[src/rtl/riscv_muldiv_unit_if.sv]
// riscv_muldiv_unit_if: request/response handshake bundle for the multiply/divide unit
interface riscv_muldiv_unit_if #(parameter int XLEN = 32, parameter int TAG_W = 5);
  logic req_valid;
  logic req_ready;
  logic [2:0] req_funct3;
  logic [XLEN-1:0] req_a;
  logic [XLEN-1:0] req_b;
  logic [TAG_W-1:0] req_tag;
  logic resp_valid;
  logic resp_ready;
  logic [XLEN-1:0] resp_data;
  logic [TAG_W-1:0] resp_tag;
  modport master (
    output req_valid, req_funct3, req_a, req_b, req_tag, resp_ready,
    input req_ready, resp_valid, resp_data, resp_tag
  );
  modport slave (
    input req_valid, req_funct3, req_a, req_b, req_tag, resp_ready,
    output req_ready, resp_valid, resp_data, resp_tag
  );
endinterface

[src/rtl/riscv_muldiv_unit.sv]
// riscv_muldiv_unit: iterative RV32M/RV64M multiply/divide unit with valid/ready request and response
module riscv_muldiv_unit #(
  parameter int XLEN = 32,
  parameter int UNROLL = 1,
  parameter int TAG_W = 5
) (
  input logic clk,
  input logic reset,
  input logic kill,
  output logic busy,
  riscv_muldiv_unit_if.slave bus
);
  localparam int N = XLEN / UNROLL;
  localparam int CW = $clog2(N + 1);
  localparam logic [CW-1:0] LAST = CW'(N - 1);
  typedef enum logic [1:0] {IDLE, CALC, DONE} state_t;
  state_t state, state_n;
  logic [2:0] op;
  logic neg;
  logic [XLEN-1:0] dvs;
  logic [2*XLEN-1:0] acc, acc_n, prod;
  logic [CW-1:0] cnt;
  logic accept, sgn_a, sgn_b, neg_a, neg_b, special, ge;
  logic [XLEN-1:0] mag_a, mag_b, spec_res, quo, remv, fin;
  logic [XLEN:0] rem, sum;
  assign accept = bus.req_valid & bus.req_ready;
  assign bus.req_ready = (state == IDLE) & !kill & !reset;
  assign bus.resp_valid = state == DONE;
  assign busy = state != IDLE;
  // Operand conditioning: signedness per funct3, magnitudes and the divide corner cases.
  always_comb begin
    sgn_a = bus.req_funct3[2] ? !bus.req_funct3[0] : (bus.req_funct3[1] ^ bus.req_funct3[0]);
    sgn_b = bus.req_funct3[2] ? !bus.req_funct3[0] : (bus.req_funct3[1:0] == 2'b01);
    neg_a = sgn_a & bus.req_a[XLEN-1];
    neg_b = sgn_b & bus.req_b[XLEN-1];
    mag_a = neg_a ? -bus.req_a : bus.req_a;
    mag_b = neg_b ? -bus.req_b : bus.req_b;
    special = bus.req_funct3[2] & ((bus.req_b == '0) | (!bus.req_funct3[0] & &bus.req_b &
              (bus.req_a == {1'b1, {(XLEN-1){1'b0}}})));
    spec_res = (bus.req_b == '0) ? (bus.req_funct3[1] ? bus.req_a : '1)
                                 : (bus.req_funct3[1] ? '0 : bus.req_a);
  end
  // acc holds {partial product, multiplier} for multiplies and {remainder, quotient} for divides.
  always_comb begin
    acc_n = acc;
    rem = '0;
    sum = '0;
    ge = 1'b0;
    for (int i = 0; i < UNROLL; i++) begin
      if (op[2]) begin
        rem = {acc_n[2*XLEN-1:XLEN], acc_n[XLEN-1]};
        ge = rem >= {1'b0, dvs};
        rem = ge ? rem - {1'b0, dvs} : rem;
        acc_n = {rem[XLEN-1:0], acc_n[XLEN-2:0], ge};
      end else begin
        sum = {1'b0, acc_n[2*XLEN-1:XLEN]} + (acc_n[0] ? {1'b0, dvs} : '0);
        acc_n = {sum, acc_n[XLEN-1:1]};
      end
    end
    prod = neg ? -acc_n : acc_n;
    quo = neg ? -acc_n[XLEN-1:0] : acc_n[XLEN-1:0];
    remv = neg ? -acc_n[2*XLEN-1:XLEN] : acc_n[2*XLEN-1:XLEN];
    fin = op[2] ? (op[1] ? remv : quo) : ((op[1:0] == 2'b00) ? prod[XLEN-1:0] : prod[2*XLEN-1:XLEN]);
  end
  always_comb begin
    state_n = kill ? IDLE
            : (state == IDLE) ? (accept ? (special ? DONE : CALC) : IDLE)
            : (state == CALC) ? ((cnt == LAST) ? DONE : CALC)
            : (bus.resp_ready ? IDLE : DONE);
  end
  always_ff @(posedge clk) state <= reset ? IDLE : state_n;
  always_ff @(posedge clk) begin
    if (reset) begin
      bus.resp_data <= '0;
      bus.resp_tag <= '0;
    end else begin
      if (accept) begin
        op <= bus.req_funct3;
        neg <= (bus.req_funct3[2] & bus.req_funct3[1]) ? neg_a : neg_a ^ neg_b;
        dvs <= mag_b;
        acc <= {{XLEN{1'b0}}, mag_a};
        cnt <= '0;
        bus.resp_tag <= bus.req_tag;
        if (special) bus.resp_data <= spec_res;
      end
      if (state == CALC) begin
        acc <= acc_n;
        cnt <= cnt + 1'b1;
        if (cnt == LAST) bus.resp_data <= fin;
      end
    end
  end
endmodule

[src/flat_wrapper.sv]
// flat-port wrapper written by rule: the top's interface ports become plain ports
module riscv_muldiv_unit_flat 
#(
  parameter int XLEN = 32,
  parameter int UNROLL = 1,
  parameter int TAG_W = 5
)
  (clk, reset, kill, busy, bus_req_valid, bus_req_funct3, bus_req_a, bus_req_b, bus_req_tag, bus_resp_ready, bus_req_ready, bus_resp_valid, bus_resp_data, bus_resp_tag);
  riscv_muldiv_unit_if #(.XLEN(XLEN), .TAG_W(TAG_W)) bus_i ();
  input logic clk;
  input logic reset;
  input logic kill;
  output logic busy;
  input wire logic [$bits(bus_i.req_valid)-1:0] bus_req_valid;
  input wire logic [$bits(bus_i.req_funct3)-1:0] bus_req_funct3;
  input wire logic [$bits(bus_i.req_a)-1:0] bus_req_a;
  input wire logic [$bits(bus_i.req_b)-1:0] bus_req_b;
  input wire logic [$bits(bus_i.req_tag)-1:0] bus_req_tag;
  input wire logic [$bits(bus_i.resp_ready)-1:0] bus_resp_ready;
  output wire logic [$bits(bus_i.req_ready)-1:0] bus_req_ready;
  output wire logic [$bits(bus_i.resp_valid)-1:0] bus_resp_valid;
  output wire logic [$bits(bus_i.resp_data)-1:0] bus_resp_data;
  output wire logic [$bits(bus_i.resp_tag)-1:0] bus_resp_tag;
  assign bus_i.req_valid = bus_req_valid;
  assign bus_i.req_funct3 = bus_req_funct3;
  assign bus_i.req_a = bus_req_a;
  assign bus_i.req_b = bus_req_b;
  assign bus_i.req_tag = bus_req_tag;
  assign bus_i.resp_ready = bus_resp_ready;
  assign bus_req_ready = bus_i.req_ready;
  assign bus_resp_valid = bus_i.resp_valid;
  assign bus_resp_data = bus_i.resp_data;
  assign bus_resp_tag = bus_i.resp_tag;
  riscv_muldiv_unit #(.XLEN(XLEN), .UNROLL(UNROLL), .TAG_W(TAG_W)) u_core (.clk(clk), .reset(reset), .kill(kill), .busy(busy), .bus(bus_i));
endmodule
[config.mk]
export PLATFORM = sky130hd
export DESIGN_NAME = riscv_muldiv_unit_flat
export DESIGN_NICKNAME = d
export VERILOG_FILES = /design/src/rtl/riscv_muldiv_unit_if.sv /design/src/rtl/riscv_muldiv_unit.sv /design/src/flat_wrapper.sv
export SDC_FILE = /design/constraint.sdc
export NUM_CORES = 1
export LEC_CHECK = 0
export ABC_AREA = 1
export CORE_ASPECT_RATIO = 2
export CORE_MARGIN = 2
export CORE_UTILIZATION = 35
export CTS_CLUSTER_SIZE = 16
export DETAILED_ROUTE_END_ITERATION = 10
export MAX_ROUTING_LAYER = met4
export PLACE_DENSITY = 0.56
export SLEW_MARGIN = 20
export SYNTH_ARGS = -nofsm -noshare
export SYNTH_HDL_FRONTEND = slang
export SYNTH_SLANG_ARGS = --single-unit
[constraint.sdc]
create_clock -name clk -period 5.3 [get_ports clk]
set_clock_uncertainty 0.05 [all_clocks]
set_input_delay 1.06 -clock clk [delete_from_list [all_inputs] [get_ports clk]]
set_output_delay 1.06 -clock clk [all_outputs]
set_load 0.05 [all_outputs]
==> metrics <==
Comb pwr share 0.271; crit-path max FO 8; DR vias 19100; P&R area growth vs syn 13.9%; critical path endpoint category flip-flop; most used cell, CP nand2_1; Tot GR Track Use 0.291; Rows 115; Ports ~120; cts repair resizes 0; Primary FF master, synth edfxtp_1; WS Path Type flip-flop to flip-flop; status finished clean; clock power share 0.371; Placer Congestion 0.996; # fillers approximately 5400; DRC violations left 0; Worst EP required 5.59 ns; Worst-Skew Late Latency about 0.47 ns; Synth Register Bits around 150; Async SR Flop Fraction 0; Min-Delay Path Class flip-flop to flip-flop; largest net degree at the start of global routing 102; Placed Area 19000 um^2; total CTS buffers 17; CTS tree built; Slew headroom 0.285; initial antenna violation count 2; Final Cell Area 19600 um^2; area of the mapped netlist 17300 um^2; Max VDD drop roughly 170 uV; vias per cell 5.34; Clk pin slew, worst setup/hold paths roughly 0.08 ns; area of the multi-input gates between 10000 and 15000 um^2; antenna viol nets, final 0; Sink Count 145; Hold Violations, Final 0; Worst-Margin Slew between 1 and 1.5 ns; WL final 73.0 mm; Post-synth EDFFs 106; die area 51200 um^2; crit-path leading delay family simple AND/OR/NAND/NOR gates; PD cells 182 nW/um^2; Sw Share 0.374; Int Power 2.24 mW; register share of total power 0.358; global-route wire length before repair 111 mm; RSZ-0062 raised after global routing no; post-DR wirelength/cell approximately 20 um; register area 3960 um^2; post-synthesis sequential area ratio 0.230; nets@finish 3079; Setup TNS 0 ns; maximum level of the CTS H-tree 4; Core Footprint 48900 um^2; Die Width 161 um; Arr. time, crit path 4.92 ns; share of layout cells above drive strength 1 0.0734; FMAX 216 MHz; syn nets 3002; Final Slew Violations 0; Setup crit start kind flip-flop; Buf/Inv on CP 5; Syn Area/Cell just over 6 um^2; HPWL Detailed 58.8 mm; YS warnings 0; vias in the first global route 18400; TritonRoute pass-1 iters 6; post-synthesis cell count 2852; min Tclk post-route 4.64 ns; Worst path max stage delay 0.45 ns; clk root buf clkbuf_16; Overflow after GRT 0; P_sw around 1.3 mW; Initial DRC Count around 1800; final setup violation count 0; Initial Util 0.353; Die Y about 320 um; Netlist cell types 57; Crit-path slowest cell edfxtp_1; Setup Fix Bufs, Post-CTS 0; CTS Hold Buffers Added 0; I/O Buffers around 120; post-route clock period utilization 0.875; # Max-Cap Violations 0; Lkg Pwr ~9.3 nW; CTS Buffer Depth 2
## power groups by stage
stage	clock network, mW	registers (mW)	logic, mW
6_report	1.33	1.28	0.969
5_1_grt	1.38	1.28	1.06
4_1_cts	1.34	1.28	0.954
3_5_place_dp	0	1.31	0.949
3_3_place_gp	0	1.31	0.951
2_1_floorplan	0	1.30	0.608
## stage by stage
step                hold WS, ns  instances  total power [mW]  worst slack [ns]   util
finish                    0.419       3586              3.58             0.663  0.402
CTS                       0.420       3585              3.57             0.734  0.402
floorplan                 0.513       2852              1.91             0.376      -
detailed placement        0.409       3553              2.26             0.303  0.389
global placement          0.401       3553              2.26             0.304  0.389
global route              0.444       3586              3.73             0.157  0.402
## sequential cells by signal, summed over array words and instances, names as in the netlist
name / cells
u_core.bus.resp_tag: 5
u_core.bus.resp_data: 32
u_core.neg: 1
u_core.dvs: 32
u_core.acc: 64
u_core.cnt: 6
u_core.state: 2
u_core.op: 3
## layout make-up
cell class                      count  area share
Inverter                          445      0.0850
Clock inverter                     15     0.00962
Timing Repair Buffer              143      0.0707
Antenna cell                        1    0.000127
Sequential cell                   145       0.202
Tap cell                          643      0.0409
Clock buffer                       17      0.0217
Multi-Input combinational cell   2177       0.570
## cell families (layout without fill, tap and decap cells)
kind of cell | after synthesis | count (layout) | share of synthesized area
compound gates | 394 | 394 | 0.127
xor+xnor | 110 | 110 | 0.0558
fa+ha+maj | 73 | 73 | 0.0538
buf+inv | 530 | 620 | 0.122
flops | 145 | 145 | 0.230
mux | 4 | 4 | 0.00232
other cells | 0 | 1 | 0
simple gates | 1596 | 1596 | 0.409
## cells in the final DEF, fill, tap and decap left out, drive strengths merged, types with 5 or more instances in the layout
cell,Yosys,final
nand2,834,834
dfxtp,39,39
nor3,48,48
nand4,39,39
xnor2,24,24
nand3b,26,26
o21ai,180,180
xor2,86,86
or2,40,40
clkinv,4,9
o211ai,22,22
clkdlybuf4s50,0,116
ha,71,71
o221ai,11,11
inv,441,449
nor2,338,338
nand3,248,248
o21bai,5,5
nor4,17,17
edfxtp,106,106
a21oi,155,155
buf,37,27
clkbuf,48,17
## tightest hold or removal path: stages (launching register included)
cell     delay [ns]
dfxtp_1        0.31
nand2_1        0.06
a21oi_1        0.05
## layer usage
layer / wire length (um) / global-route usage
met1: 30500 / 0.360
met2: 34600 / 0.473
met3: 4200 / 0.0352
met4: 3660 / 0.131
met5: 0 / -
## synthesized netlist by cell type, types with 17 or more instances
library cell / count / area, um^2
a21oi_1: 151 / 756
buf_2: 17 / 85.1
clkbuf_1: 47 / 176
dfxtp_1: 39 / 781
edfxtp_1: 106 / 3180
ha_1: 71 / 888
inv_1: 427 / 1600
nand2_1: 788 / 2960
nand2_2: 42 / 263
nand3_1: 236 / 1180
nand3b_1: 26 / 195
nand4_1: 38 / 238
nor2_1: 309 / 1160
nor2_2: 21 / 131
nor3_1: 43 / 215
nor4_1: 17 / 106
o211ai_1: 22 / 165
o21ai_0: 156 / 781
o21ai_1: 17 / 85.1
or2_2: 32 / 200
xnor2_1: 24 / 210
xor2_1: 86 / 753
## worst paths after layout
kind	depth (start not counted)	endpoint	slack [ns]	startpoint
hold / removal	2	u_core.bus.resp_tag[0]	0.42	u_core.bus.resp_tag[0]
setup / recovery	32	u_core.bus.resp_data[28]	0.66	u_core.acc[39]
hold reg to reg	2	u_core.bus.resp_tag[0]	0.42	u_core.bus.resp_tag[0]
setup reg to reg	32	u_core.bus.resp_data[28]	0.66	u_core.acc[39]
(Power assumes the default switching activity.)
